===== src/rtl/game_flow_if.sv =====
// Signal bundle between the game sequencer and its neighbours (joystick_input,
// game_logic, VGA timing).
interface game_flow_if #(
  parameter int SCORE_W = 7
);
  // step_en and logic_clear are one-cycle strobes with no back-pressure: the
  // consumer must act on every high cycle, and step_dir is valid whenever
  // step_en is high (it is held unchanged between steps).
  logic               frame_tick;
  logic [1:0]         dir_in;
  logic               dir_valid;
  logic               pause_btn;
  logic               game_over_in;
  logic               game_won_in;
  logic [SCORE_W-1:0] score;
  logic               step_en;
  logic [1:0]         step_dir;
  logic               logic_clear;
  logic [2:0]         state;
  logic               blink;

  modport master (
    input  frame_tick, dir_in, dir_valid, pause_btn, game_over_in, game_won_in, score,
    output step_en, step_dir, logic_clear, state, blink
  );

  modport slave (
    output frame_tick, dir_in, dir_valid, pause_btn, game_over_in, game_won_in, score,
    input  step_en, step_dir, logic_clear, state, blink
  );
endinterface


===== src/rtl/game_flow_ctrl.sv =====
// Game sequencer: owns clear/idle/run/pause/over/won, paces game_logic steps in
// whole frames, filters direction reversals and speeds up as the score grows.
module game_flow_ctrl #(
  parameter int SCORE_W     = 7,
  parameter int BASE_PERIOD = 12,
  parameter int MIN_PERIOD  = 3,
  parameter int SPEEDUP_DIV = 4
) (
  input  logic        clk,
  input  logic        reset,
  game_flow_if.master bus
);

  typedef enum logic [2:0] {
    S_CLEAR = 3'd0,
    S_IDLE  = 3'd1,
    S_RUN   = 3'd2,
    S_PAUSE = 3'd3,
    S_OVER  = 3'd4,
    S_WON   = 3'd5
  } state_t;

  localparam int                 SHIFT = $clog2(SPEEDUP_DIV);
  localparam logic [SCORE_W-1:0] SPAN  = SCORE_W'(BASE_PERIOD - MIN_PERIOD);
  localparam logic [3:0]         BASE4 = 4'(BASE_PERIOD);
  localparam logic [3:0]         MIN4  = 4'(MIN_PERIOD);

  state_t       state_q, state_d;
  logic [3:0]   cnt_q, cnt_d;
  logic [3:0]   period_q, period_d;
  logic [3:0]   bcnt_q, bcnt_d;
  logic [1:0]   pend_q, pend_d;
  logic [1:0]   sdir_q, sdir_d;
  logic         step_q, step_d;
  logic         clr_q, clr_d;
  logic         blink_q, blink_d;
  logic         pause_q;
  logic         pause_edge;
  logic         reversal;
  logic [SCORE_W-1:0] dec;
  logic [3:0]   new_period;

  assign pause_edge = bus.pause_btn && !pause_q;
  assign reversal   = (bus.dir_in == {sdir_q[1], ~sdir_q[0]});

  // Comparing before subtracting keeps the period from wrapping at high scores.
  assign dec        = bus.score >> SHIFT;
  assign new_period = (dec >= SPAN) ? MIN4 : (BASE4 - dec[3:0]);

  always_comb begin
    state_d  = state_q;
    cnt_d    = cnt_q;
    period_d = period_q;
    bcnt_d   = bcnt_q;
    pend_d   = pend_q;
    sdir_d   = sdir_q;
    step_d   = 1'b0;
    clr_d    = 1'b0;
    blink_d  = 1'b0;
    case (state_q)
      // Out of reset CLEAR spends one cycle raising logic_clear; a restart
      // arrives with logic_clear already raised and leaves at once.
      S_CLEAR: begin
        if (clr_q) state_d = S_IDLE;
        else       clr_d   = 1'b1;
      end
      S_IDLE: begin
        if (bus.dir_valid) begin
          state_d  = S_RUN;
          pend_d   = bus.dir_in;
          sdir_d   = bus.dir_in;
          cnt_d    = 4'd0;
          period_d = new_period;
        end
      end
      S_RUN: begin
        bcnt_d = 4'd0;
        if (bus.game_over_in) begin
          state_d = S_OVER;
        end else if (bus.game_won_in) begin
          state_d = S_WON;
        end else if (pause_edge) begin
          state_d = S_PAUSE;
        end else begin
          if (bus.dir_valid && !reversal) pend_d = bus.dir_in;
          if (bus.frame_tick) begin
            if (cnt_q == period_q - 4'd1) begin
              step_d   = 1'b1;
              sdir_d   = pend_d;
              cnt_d    = 4'd0;
              period_d = new_period;
            end else begin
              cnt_d = cnt_q + 4'd1;
            end
          end
        end
      end
      S_PAUSE, S_OVER, S_WON: begin
        blink_d = blink_q;
        if (bus.frame_tick) begin
          bcnt_d = bcnt_q + 4'd1;
          if (bcnt_q == 4'd15) blink_d = ~blink_q;
        end
        if (pause_edge) begin
          blink_d = 1'b0;
          if (state_q == S_PAUSE) begin
            state_d = S_RUN;
          end else begin
            state_d = S_CLEAR;
            clr_d   = 1'b1;
          end
        end
      end
      default: state_d = S_CLEAR;
    endcase
  end

  always_ff @(posedge clk) begin
    if (reset) begin
      state_q  <= S_CLEAR;
      cnt_q    <= 4'd0;
      period_q <= BASE4;
      bcnt_q   <= 4'd0;
      pend_q   <= 2'b00;
      sdir_q   <= 2'b00;
      step_q   <= 1'b0;
      clr_q    <= 1'b0;
      blink_q  <= 1'b0;
      pause_q  <= 1'b0;
    end else begin
      state_q  <= state_d;
      cnt_q    <= cnt_d;
      period_q <= period_d;
      bcnt_q   <= bcnt_d;
      pend_q   <= pend_d;
      sdir_q   <= sdir_d;
      step_q   <= step_d;
      clr_q    <= clr_d;
      blink_q  <= blink_d;
      pause_q  <= bus.pause_btn;
    end
  end

  assign bus.step_en     = step_q;
  assign bus.step_dir    = sdir_q;
  assign bus.logic_clear = clr_q;
  assign bus.state       = state_q;
  assign bus.blink       = blink_q;

endmodule


===== src/flat_wrapper.sv =====
// flat-port wrapper written by rule: the top's interface ports become plain ports
module game_flow_ctrl_flat 
#(
  parameter int SCORE_W     = 7,
  parameter int BASE_PERIOD = 12,
  parameter int MIN_PERIOD  = 3,
  parameter int SPEEDUP_DIV = 4
)
  (clk, reset, bus_frame_tick, bus_dir_in, bus_dir_valid, bus_pause_btn, bus_game_over_in, bus_game_won_in, bus_score, bus_step_en, bus_step_dir, bus_logic_clear, bus_state, bus_blink);
  game_flow_if #(.SCORE_W(SCORE_W)) bus_i ();
  input  logic clk;
  input  logic reset;
  input wire logic [$bits(bus_i.frame_tick)-1:0] bus_frame_tick;
  input wire logic [$bits(bus_i.dir_in)-1:0] bus_dir_in;
  input wire logic [$bits(bus_i.dir_valid)-1:0] bus_dir_valid;
  input wire logic [$bits(bus_i.pause_btn)-1:0] bus_pause_btn;
  input wire logic [$bits(bus_i.game_over_in)-1:0] bus_game_over_in;
  input wire logic [$bits(bus_i.game_won_in)-1:0] bus_game_won_in;
  input wire logic [$bits(bus_i.score)-1:0] bus_score;
  output wire logic [$bits(bus_i.step_en)-1:0] bus_step_en;
  output wire logic [$bits(bus_i.step_dir)-1:0] bus_step_dir;
  output wire logic [$bits(bus_i.logic_clear)-1:0] bus_logic_clear;
  output wire logic [$bits(bus_i.state)-1:0] bus_state;
  output wire logic [$bits(bus_i.blink)-1:0] bus_blink;
  assign bus_i.frame_tick = bus_frame_tick;
  assign bus_i.dir_in = bus_dir_in;
  assign bus_i.dir_valid = bus_dir_valid;
  assign bus_i.pause_btn = bus_pause_btn;
  assign bus_i.game_over_in = bus_game_over_in;
  assign bus_i.game_won_in = bus_game_won_in;
  assign bus_i.score = bus_score;
  assign bus_step_en = bus_i.step_en;
  assign bus_step_dir = bus_i.step_dir;
  assign bus_logic_clear = bus_i.logic_clear;
  assign bus_state = bus_i.state;
  assign bus_blink = bus_i.blink;
  game_flow_ctrl #(.SCORE_W(SCORE_W), .BASE_PERIOD(BASE_PERIOD), .MIN_PERIOD(MIN_PERIOD), .SPEEDUP_DIV(SPEEDUP_DIV)) u_core (.clk(clk), .reset(reset), .bus(bus_i));
endmodule

===== config.mk =====
export PLATFORM = sky130hd
export DESIGN_NAME = game_flow_ctrl_flat
export DESIGN_NICKNAME = d
export VERILOG_FILES = /design/src/rtl/game_flow_if.sv /design/src/rtl/game_flow_ctrl.sv /design/src/flat_wrapper.sv
export SDC_FILE = /design/constraint.sdc
export NUM_CORES = 1
export LEC_CHECK = 0
export ABC_CLOCK_PERIOD_IN_PS = 2400
export BUFFER_PORTS_ARGS = -buffer_cell sky130_fd_sc_hd__buf_2
export CORE_MARGIN = 2
export CORE_UTILIZATION = 54
export DETAILED_ROUTE_END_ITERATION = 16
export GPL_TIMING_DRIVEN = 0
export PLACE_DENSITY = 0.81
export RECOVER_POWER = 25
export SLEW_MARGIN = 20
export SYNTH_ARGS = -nofsm -noshare
export SYNTH_HDL_FRONTEND = slang
export SYNTH_SLANG_ARGS = --single-unit

===== constraint.sdc =====
create_clock -name clk -period 2.4 [get_ports clk]
set_input_delay 0.24 -clock clk [delete_from_list [all_inputs] [get_ports clk]]
set_output_delay 0.24 -clock clk [all_outputs]
set_load 0.005 [all_outputs]

==> results of run 1 <==
## report_power, final
| group | switching (mW) | total, mW | leakage [nW] | internal, mW |
|---|---|---|---|---|
| logic | 0.224 | 0.429 | 0.408 | 0.205 |
| registers | 0.0467 | 0.484 | 0.187 | 0.437 |
| clock network | 0.115 | 0.178 | 0.0177 | 0.0621 |
| total | 0.387 | 1.09 | 0.613 | 0.704 |
## placed cells by master, fill, tap and decap left out, types with 4 or more instances in the layout
cell | netlist | final
sky130_fd_sc_hd__buf_2 | 4 | 23
sky130_fd_sc_hd__dfxtp_1 | 23 | 23
sky130_fd_sc_hd__nand2_1 | 9 | 9
sky130_fd_sc_hd__inv_1 | 8 | 8
sky130_fd_sc_hd__a21oi_1 | 8 | 8
sky130_fd_sc_hd__nor2_1 | 7 | 7
sky130_fd_sc_hd__xor2_1 | 7 | 7
sky130_fd_sc_hd__nor3_1 | 6 | 6
sky130_fd_sc_hd__xnor2_1 | 5 | 5
sky130_fd_sc_hd__o21ai_0 | 5 | 5
sky130_fd_sc_hd__nor2b_1 | 5 | 5
sky130_fd_sc_hd__ha_1 | 5 | 5
sky130_fd_sc_hd__and3_1 | 4 | 4
sky130_fd_sc_hd__a211oi_1 | 4 | 4
sky130_fd_sc_hd__mux2i_1 | 4 | 4
## layout make-up
type / count / area share
Tap cell: 30 / 0.0250
Buffer: 9 / 0.0309
Timing Repair Buffer: 19 / 0.0634
Clock inverter: 1 / 0.00334
Clock buffer: 3 / 0.0150
Multi-Input combinational cell: 109 / 0.535
Sequential cell: 23 / 0.307
Inverter: 8 / 0.0200
## flip-flops by register name (all words and copies together), names as in the netlist
signal                  flops
u_core.bcnt_q               4
u_core.cnt_q                4
u_core.period_q             4
u_core.bus.state            3
u_core.bus.step_dir         2
u_core.pend_q               2
u_core.bus.blink            1
u_core.bus.logic_clear      1
u_core.bus.step_en          1
u_core.pause_q              1
## worst paths after layout
check | startpoint | slack, ps | end | depth (start not counted)
worst min-delay path | bus_pause_btn | 180 | u_core.pause_q | 2
worst min register to register | u_core.pend_q[0] | 510 | u_core.pend_q[0] | 2
worst max register to register | u_core.period_q[0] | 430 | u_core.period_q[3] | 7
worst max-delay path | u_core.period_q[0] | 430 | u_core.period_q[3] | 7
## layer usage
layer  up-vias  share of wire  global-route usage
met4         0         0.0055              0.0513
li1        586              -                   -
met2        26           0.47               0.356
met5         -              0                   0
met1       548           0.47               0.284
met3         2          0.053              0.0333
## cell families (layout without fill, tap and decap cells)
| family | count (synthesis) | in the layout |
|---|---|---|
| xor gates and xnor gates | 13 | 13 |
| adders and majority gates | 5 | 5 |
| DFF | 23 | 23 |
| and+or+nand+nor | 52 | 52 |
| AOI/OAI and AO/OA | 35 | 35 |
| buffers and inverters | 17 | 40 |
| muxes | 4 | 4 |
## stage by stage
step / total power [mW] / utilization / worst slack [ps] / instance area (sq um) / hold slack (ps)
floorplan: 0.812 / - / 626 / 1340 / 368
global placement: 0.900 / 0.611 / 490 / 1470 / 466
detailed placement: 0.920 / 0.611 / 456 / 1470 / 481
CTS: 1.10 / 0.622 / 427 / 1500 / 174
global route: 1.17 / 0.622 / 331 / 1500 / 179
finish: 1.09 / 0.622 / 427 / 1500 / 180
==> run_results.csv, run 1 <==
group,metric,value,unit
global_routing,pin_count_of_the_biggest_net_entering_global_routing,14,
floorplan,initial_core_util,0.556,
cts,post_cts.resized_instances,0,
place,port_buffers,19,
critical_path,cp_slowest_stage_delay,400,ps
layout,final_cells,202,
logic_synthesis,synth-seq-area-share,0.344,
cts,cts-htree-levels,1,
drt,route.vias.total,1162,
global_routing,grt_first_pass_wirelength,4.50,mm
logic_synthesis,syn-cell-area,1340,sq um
logic_synthesis,synthFlopType,"sky130_fd_sc_hd__dfxtp_1",
critical_path,cp_data_required_time,2610,ps
logic_synthesis,synth_nets,170,
logic_synthesis,synth.mux.area_fraction,0.0299,
drt,postRouteAntennaNets,0,
floorplan,core_area,2410,sq um
logic_synthesis,netlist.top_cell.by_area,"sky130_fd_sc_hd__dfxtp_1",
layout,insertedDiodeCount,0,
drt,drt_pre_antenna_iters,4,
critical_path,timing.critical_path.buf_inv,2,
cts,hold_buffers,0,
critical_path,category_of_the_most_critical_setup_path,"flop to flop",
layout,design.final.nets,194,
critical_path,worst_path_dominant_cell_family,"compound AO/OA/AOI/OAI gates",
hold_path,min-delay-path-class,"primary input to flop",
logic_synthesis,synth.top_cells.by_area,"sky130_fd_sc_hd__dfxtp_1 34%, sky130_fd_sc_hd__ha_1 4.7%, sky130_fd_sc_hd__xor2_1 4.6%",
sta,finalWorstPathRequiredPeriod,1970,ps
flow_run,max_cap_violations,0,
critical_path,critPathLaunchType,"flop",
power,power.density,727,nW/um^2
logic_synthesis,synth_compound_gate_area_share,0.191,
global_routing,overall_global_routing_resource_usage,0.212,
logic_synthesis,synth.distinct_cells,46,
sta,hold_violations,0,
sta,fmaxAchievable,507,MHz
floorplan,chipWidth,53.8,um
drt,drc_errors,0,
layout,count_of_fill_cells_added_during_filler_insertion,214,
sta,slew_of_the_pin_with_the_lowest_slew_margin,573,ps
cts,cts_root_buffer,"sky130_fd_sc_hd__clkbuf_4",
logic_synthesis,synthSimpleGateAreaFrac,0.236,
sta,finalSetupTns,0,ps
cts,max-clock-path-buffers,2,
layout,multi_input_area,802,sq um
cts,numCtsBuffers,3,
cts,postCtsSetupBuffers,0,
drt,route.final.wire_length,2.71,mm
logic_synthesis,ys.warnings.count,0,
global_routing,grt_antenna_before_repair,0,
floorplan,die_span_in_y,53.8,um
logic_synthesis,asyncSetResetFlopFracSynth,0,
cts,cts.sinks,23,
critical_path,timing.critical_path.slowest_stage_cell,"sky130_fd_sc_hd__dfxtp_1",
logic_synthesis,syn_avg_cell_area,8.99,sq um
power,leakage,0.613,nW
logic_synthesis,post_synthesis_xor_xnor_area_fraction,0.0963,
sta,timing.final.crit_share,0.822,
critical_path,timing.critical_path.arrival,2180,ps
logic_synthesis,yosysMostFrequentCell,"sky130_fd_sc_hd__dfxtp_1",
status,run_status,"finished, final reports clean",
cts,clk-insertion-delay-late,300,ps
critical_path,endpoint_kind,"flop",
drt,wire_per_inst,13.4,um
sta,rsz0062_at_grt,"false",
floorplan,die_area,2890,sq um
logic_synthesis,synth_top_family_by_area,"simple AND/OR/NAND/NOR gates",
sta,fin_skew,0.791,ps
floorplan,floorplan.rows,18,
critical_path,critical_path.cell_chain,"inv_1 > ha_1 > xnor2_1 > nor3_2 > a31oi_2 > buf_6 > a211o_1",
layout,sequential_cell_area,460,sq um
power,vdd.ir_drop.worst,0.533,mV
critical_path,crit_fanout,10,
layout,drive_above_1_share,0.209,
place,gpl.final_weighted_congestion,0.757,
sta,final_max_slew_viol_count,0,
drt,routed_via_density,5.75,
cts,cts_tree,"done",
drt,drt-initial-drc-count,18,
logic_synthesis,ys_seq_elements,23,
layout,area_delta_synth_final,12.0,%
place,detailed_place_hpwl,2.03,mm
logic_synthesis,synth_largest_type_area_fraction,0.344,
cts,clk_pin_slew_worst_paths,130,ps
logic_synthesis,post_synth_inst_count,149,
floorplan,num_io_pins,24,
global_routing,grt_pass1_vias,1028,
global_routing,grt_remaining_overflow,0,
sta,setup_viol,0,
logic_synthesis,synth_top_cells_by_count,"23 x sky130_fd_sc_hd__dfxtp_1, 9 x sky130_fd_sc_hd__nand2_1, 8 x sky130_fd_sc_hd__a21oi_1, 8 x sky130_fd_sc_hd__inv_1",
place,dp_cells,198,
sta,relative_max_transition_margin,0.618,
logic_synthesis,synth_edf_count,0,
logic_synthesis,post_synth_fa_ha_maj_area_fraction,0.0467,
Note: power is estimated with default switching activity, not from simulation.
==> inputs of run 2 (changes only) <==
--- a/config.mk
+++ b/config.mk
@@ -5,13 +5,14 @@
 export SDC_FILE = /design/constraint.sdc
 export NUM_CORES = 1
 export LEC_CHECK = 0
-export ABC_CLOCK_PERIOD_IN_PS = 2400
+export ABC_AREA = 1
+export ABC_CLOCK_PERIOD_IN_PS = 1800
 export BUFFER_PORTS_ARGS = -buffer_cell sky130_fd_sc_hd__buf_2
 export CORE_MARGIN = 2
-export CORE_UTILIZATION = 54
+export CORE_UTILIZATION = 50
 export DETAILED_ROUTE_END_ITERATION = 16
 export GPL_TIMING_DRIVEN = 0
-export PLACE_DENSITY = 0.81
+export PLACE_DENSITY = 0.78
 export RECOVER_POWER = 25
 export SLEW_MARGIN = 20
 export SYNTH_ARGS = -nofsm -noshare
==> constraint.sdc (replaced) <==
create_clock -name clk -period 1.8 [get_ports clk]
set_input_delay 0.18 -clock clk [delete_from_list [all_inputs] [get_ports clk]]
set_output_delay 0.18 -clock clk [all_outputs]
set_load 0.005 [all_outputs]
==> run 2 against run 1 <==
Sequential share of layout area down 1.6 points; non-clock buffer count down 3; final cell count up 34%; largest power group is now combinational logic; register-to-register slack worse by 270 ps; clock power up 33%; combinational power up 140%; synthesized area up 5.3%.
==> run_results.csv, run 2 <==
group,metric,value,unit
global_routing,overall_global_routing_resource_usage,0.176,
cts,cts_tree,"done",
logic_synthesis,yosysMostFrequentCell,"sky130_fd_sc_hd__nand2_1",
floorplan,num_io_pins,24,
cts,clk_pin_slew_worst_paths,120,ps
logic_synthesis,post_synth_inst_count,215,
sta,setup_viol,0,
logic_synthesis,post_synth_fa_ha_maj_area_fraction,0.0444,
logic_synthesis,synth.mux.area_fraction,0,
layout,count_of_fill_cells_added_during_filler_insertion,290,
global_routing,grt_pass1_vias,1168,
sta,final_max_slew_viol_count,0,
layout,design.final.nets,262,
layout,layout_commonest_cell,"sky130_fd_sc_hd__nand2_1",
layout,insertedDiodeCount,0,
logic_synthesis,synth.top_cells.by_area,"sky130_fd_sc_hd__dfxtp_1 33%, sky130_fd_sc_hd__nand2_1 16%, sky130_fd_sc_hd__inv_1 9.3%",
layout,final_cells,271,
critical_path,critPathLaunchType,"flop",
floorplan,core_area,2710,sq um
floorplan,chipWidth,57.1,um
place,dp_cells,267,
drt,drc_errors,0,
logic_synthesis,synth_top_family_by_area,"simple AND/OR/NAND/NOR gates",
power,power.density,1260,nW/um^2
global_routing,grt_antenna_before_repair,0,
flow_run,max_cap_violations,0,
layout,reg_top3,"u_core.bcnt_q x4, u_core.cnt_q x4, u_core.period_q x4",
sta,finalSetupTns,0,ps
critical_path,crit_fanout,10,
layout,area_delta_synth_final,12.5,%
sta,fin_skew,3.81,ps
drt,route.vias.total,1324,
layout,final_cell_mix,"59 x sky130_fd_sc_hd__nand2_1, 35 x sky130_fd_sc_hd__inv_1, 22 x sky130_fd_sc_hd__dfxtp_1, 21 x sky130_fd_sc_hd__nor2_1, 19 x sky130_fd_sc_hd__buf_2",
sta,relative_max_transition_margin,0.673,
cts,clk-insertion-delay-late,300,ps
logic_synthesis,synth_top_cells_by_count,"59 x sky130_fd_sc_hd__nand2_1, 35 x sky130_fd_sc_hd__inv_1, 23 x sky130_fd_sc_hd__dfxtp_1",
logic_synthesis,netlist.top_cell.by_area,"sky130_fd_sc_hd__dfxtp_1",
drt,wire_per_inst,9.73,um
sta,hold_violations,0,
logic_synthesis,ys.warnings.count,0,
place,detailed_place_hpwl,2.05,mm
logic_synthesis,synth_compound_gate_area_share,0.0905,
drt,postRouteAntennaNets,0,
sta,rsz0062_at_grt,"false",
logic_synthesis,synthFlopType,"sky130_fd_sc_hd__dfxtp_1",
drt,drt-initial-drc-count,32,
critical_path,timing.critical_path.from,"u_core.period_q[0]",
drt,routed_via_density,4.89,
cts,numCtsBuffers,3,
power,vdd.ir_drop.worst,0.951,mV
cts,hold_buffers,0,
hold_path,beginning_of_the_worst_hold_path,"bus_pause_btn",
critical_path,category_of_the_most_critical_setup_path,"flop to flop",
cts,cts-htree-levels,1,
drt,route.final.wire_length,2.64,mm
drt,drt_pre_antenna_iters,4,
sta,timing.final.crit_share,0.911,
power,leakage,0.800,nW
logic_synthesis,synthSimpleGateAreaFrac,0.389,
global_routing,grt_remaining_overflow,0,
global_routing,pin_count_of_the_biggest_net_entering_global_routing,13,
status,run_status,"finished, final reports clean",
logic_synthesis,asyncSetResetFlopFracSynth,0,
critical_path,timing.critical_path.arrival,1850,ps
critical_path,r2r-start,"u_core.period_q[0]",
logic_synthesis,ys_seq_elements,23,
sta,slew_of_the_pin_with_the_lowest_slew_margin,491,ps
logic_synthesis,syn-cell-area,1410,sq um
cts,cts_root_buffer,"sky130_fd_sc_hd__clkbuf_4",
layout,drive_above_1_share,0.158,
floorplan,die_area,3260,sq um
place,port_buffers,21,
cts,max-clock-path-buffers,2,
place,gpl.final_weighted_congestion,0.807,
logic_synthesis,synth_edf_count,0,
floorplan,die_span_in_y,57.1,um
logic_synthesis,synth-seq-area-share,0.327,
critical_path,cp_data_required_time,2010,ps
logic_synthesis,syn_avg_cell_area,6.56,sq um
logic_synthesis,synth_largest_type_area_fraction,0.327,
logic_synthesis,synth.distinct_cells,30,
hold_path,min-delay-path-class,"primary input to flop",
floorplan,floorplan.rows,19,
global_routing,grt_first_pass_wirelength,4.69,mm
sta,fmaxAchievable,610,MHz
floorplan,initial_core_util,0.520,
logic_synthesis,post_synthesis_xor_xnor_area_fraction,0.0373,
cts,cts.sinks,23,
sta,finalWorstPathRequiredPeriod,1640,ps
critical_path,endpoint_kind,"flop",
logic_synthesis,synth_nets,236,
-- run 2: where the power goes --
part | internal (mW) | switching [mW] | total [mW]
Combinational | 0.404 | 0.608 | 1.01
Clock | 0.0864 | 0.151 | 0.237
Sequential | 0.637 | 0.115 | 0.753
-- run 2: path summary, 6_finish.rpt --
| check | endpoint | slack [ps] | cells after the start |
|---|---|---|---|
| max | u_core.bus.step_dir[0] | 160 | 10 |
| min | u_core.pause_q | 80 | 3 |
| max reg2reg | u_core.bus.step_dir[0] | 160 | 10 |
| min reg2reg | u_core.cnt_q[3] | 490 | 2 |
-- run 2: kinds of logic (layout without fill, tap and decap cells) --
logic type                 after synthesis  after routing
xor gates and xnor gates                 6              6
DFF                                     23             23
AOI/OAI and AO/OA                       24             24
and+or+nand+nor                        117            117
adders and majority gates                5              5
buffers and inverters                   40             65
-- run 2: repair_timing --
action	in CTS	in global routing
gates resized for setup	0	4
endpoints found under the setup margin	0	6
buffers inserted	0	0
-- run 2: routing by layer --
layer | part of all wire | GRT usage
met5 | 0 | 0
met4 | 0.0072 | 0.0498
met3 | 0.026 | 0.0272
met2 | 0.47 | 0.299
met1 | 0.50 | 0.233
-- run 2: final cells by class --
| cell class | instances | area [sq um] | area share |
|---|---|---|---|
| Multi-Input combinational cell | 152 | 796 | 0.502 |
| Inverter | 36 | 135 | 0.0852 |
| Tap cell | 31 | 38.8 | 0.0244 |
| Timing Repair Buffer | 21 | 103 | 0.0647 |
| Buffer | 4 | 26.3 | 0.0166 |
| Sequential cell | 23 | 462 | 0.291 |
| Clock buffer | 4 | 26.3 | 0.0166 |
-- run 2: worst max-delay path: stages (launching register included) --
cell,delay (ps)
sky130_fd_sc_hd__dfxtp_2,370
sky130_fd_sc_hd__inv_1,50
sky130_fd_sc_hd__ha_1,300
sky130_fd_sc_hd__xnor2_1,120
sky130_fd_sc_hd__nor2_1,120
sky130_fd_sc_hd__nand3_2,130
sky130_fd_sc_hd__nand2_1,100
sky130_fd_sc_hd__buf_4,170
sky130_fd_sc_hd__nand3_1,80
sky130_fd_sc_hd__nand2_1,70
sky130_fd_sc_hd__nor2_1,40
-- run 2: metrics by stage --
step | power [mW] | utilization | hold slack, ps | instance area (sq um) | setup slack, ps
finish | 2.00 | 0.585 | 78.4 | 1590 | 161
detailed placement | 1.76 | 0.573 | 405 | 1550 | 63.4
CTS | 2.00 | 0.583 | 73.1 | 1580 | 40.3
global placement | 1.75 | 0.573 | 389 | 1550 | 89.2
floorplan | 1.54 | - | 300 | 1410 | 251
global route | 2.22 | 0.585 | 84.6 | 1590 | 35.2
==> inputs of run 3 (changes only) <==
--- a/config.mk
+++ b/config.mk
@@ -12,6 +12,7 @@
 export CORE_UTILIZATION = 50
 export DETAILED_ROUTE_END_ITERATION = 16
 export GPL_TIMING_DRIVEN = 0
+export MAX_ROUTING_LAYER = met4
 export PLACE_DENSITY = 0.78
 export RECOVER_POWER = 25
 export SLEW_MARGIN = 20
==> run 3 against run 2 <==
Core utilization unchanged; critical path depth is the same; via count grew 0.15%; worst hold slack is essentially flat; sequential cell count unchanged; combinational power is essentially flat; global-route usage increased by 0.54 points; die area unchanged; clock skew barely moved.
==> run_results.csv, run 3 (same netlist as run 2, synthesis figures left out) <==
group,metric,value,unit
critical_path,endpoint_kind,"flop",
hold_path,min-delay-path-class,"primary input to flop",
cts,numCtsBuffers,3,
floorplan,chipWidth,57.1,um
drt,wire_per_inst,9.74,um
place,port_buffers,21,
drt,route.vias.total,1326,
drt,drt_pre_antenna_iters,4,
critical_path,crit_fanout,10,
layout,layout_commonest_cell,"sky130_fd_sc_hd__nand2_1",
power,power,2.00,mW
drt,drt-initial-drc-count,32,
global_routing,grt_first_pass_wirelength,4.69,mm
floorplan,die_span_in_y,57.1,um
critical_path,critical_path.cell_chain,"inv_1 > ha_1 > xnor2_1 > nor2_1 > nand3_2 > nand2_1 > buf_4 > nand3_1 > nand2_1 > nor2_1",
sta,setup_viol,0,
sta,rsz0062_at_grt,"false",
drt,postRouteAntennaNets,0,
place,dpl_cell_area,1550,sq um
cts,cts_tree,"done",
layout,reg_top3,"u_core.bcnt_q x4, u_core.cnt_q x4, u_core.period_q x4",
place,dp_cells,267,
critical_path,critPathLaunchType,"flop",
cts,clk_pin_slew_worst_paths,120,ps
critical_path,timing.critical_path.slowest_stage_cell,"sky130_fd_sc_hd__dfxtp_2",
power,power.density,1260,nW/um^2
sta,finalSetupTns,0,ps
cts,hold_buffers,0,
sta,relative_max_transition_margin,0.672,
sta,slew_of_the_pin_with_the_lowest_slew_margin,491,ps
sta,hold_violations,0,
drt,drc_errors,0,
sta,finalWorstPathRequiredPeriod,1640,ps
critical_path,cp_slowest_stage_delay,370,ps
floorplan,core_area,2710,sq um
sta,final_max_slew_viol_count,0,
floorplan,initial_core_util,0.520,
sta,timing.final.crit_share,0.910,
cts,cts-htree-levels,1,
floorplan,die_area,3260,sq um
layout,area_delta_synth_final,12.5,%
drt,routed_via_density,4.89,
layout,final_core_utilization,0.585,
layout,stdcell_area,1590,sq um
sta,fin_skew,3.60,ps
global_routing,grt_remaining_overflow,0,
global_routing,grt_pass1_vias,1167,
cts,clk-insertion-delay-late,300,ps
layout,final_cell_mix,"59 x sky130_fd_sc_hd__nand2_1, 35 x sky130_fd_sc_hd__inv_1, 22 x sky130_fd_sc_hd__dfxtp_1, 21 x sky130_fd_sc_hd__nor2_1, 19 x sky130_fd_sc_hd__buf_2",
place,gpl.final_weighted_congestion,0.818,
status,run_status,"finished, final reports clean",
flow_run,max_cap_violations,0,
place,pre_cts_ws,63.4,ps
cts,cts.sinks,23,
critical_path,cp_data_required_time,2010,ps
power,leakage,0.800,nW
cts,cts_root_buffer,"sky130_fd_sc_hd__clkbuf_4",
global_routing,overall_global_routing_resource_usage,0.182,
sta,final_critical_path_setup_slack,161,ps
layout,drive_above_1_share,0.158,
place,detailed_place_hpwl,2.05,mm
cts,postCtsSetupBuffers,0,
floorplan,floorplan.rows,19,
layout,design.final.nets,262,
cts,max-clock-path-buffers,2,
layout,insertedDiodeCount,0,
critical_path,category_of_the_most_critical_setup_path,"flop to flop",
layout,count_of_fill_cells_added_during_filler_insertion,290,
critical_path,timing.critical_path.arrival,1850,ps
floorplan,num_io_pins,24,
sta,fmaxAchievable,610,MHz
global_routing,grt_antenna_before_repair,0,
power,vdd.ir_drop.worst,0.951,mV
layout,final_cells,271,
sta,hold_slack,78.8,ps
drt,route.final.wire_length,2.64,mm
global_routing,pin_count_of_the_biggest_net_entering_global_routing,13,
## run 3: cell counts in the layout (fill, tap and decap cells not counted)
No cell type changed its count.
## run 3: cell type report
class | instances | area, sq um | area share
plain buffers | 4 | 26.3 | 0.0166
clock buffers | 4 | 26.3 | 0.0166
inverters | 36 | 135 | 0.0852
multi-input cells | 152 | 796 | 0.502
flip-flops and latches | 23 | 462 | 0.291
well taps | 31 | 38.8 | 0.0244
repair buffers | 21 | 103 | 0.0647
## run 3: what timing repair did
item | CTS | global route
hold endpoints to repair | 0 | 0
gates resized for setup | 0 | 4
endpoints found under the setup margin | 0 | 6
## run 3: critical path: cells and delay by family (launching register included)
family | cells | cell delay [ps]
simple gates | 6 | 540
fa+ha+maj | 1 | 300
xor+xnor | 1 | 120
flops | 1 | 370
buf+inv | 2 | 220
## run 3: worst paths after layout
path / depth (start not counted) / start / slack [ps] / end
worst max register to register: 10 / u_core.period_q[0] / 160 / u_core.bus.step_dir[0]
worst max-delay path: 10 / u_core.period_q[0] / 160 / u_core.bus.step_dir[0]
worst min register to register: 2 / u_core.cnt_q[3] / 490 / u_core.cnt_q[3]
worst min-delay path: 3 / bus_pause_btn / 80 / u_core.pause_q
## run 3: routing by layer
layer	global-route usage	share of wire	vias to the layer above
met5	-	0	-
met4	0.0498	0.010	0
met3	0.0272	0.025	4
met2	0.299	0.47	17
met1	0.233	0.49	582
li1	-	-	723
## run 3: where the power goes
part	leakage (nW)	switching, mW	total (mW)	internal (mW)
registers	0.188	0.115	0.753	0.637
clock network	0.0150	0.151	0.237	0.0864
logic	0.597	0.608	1.01	0.404
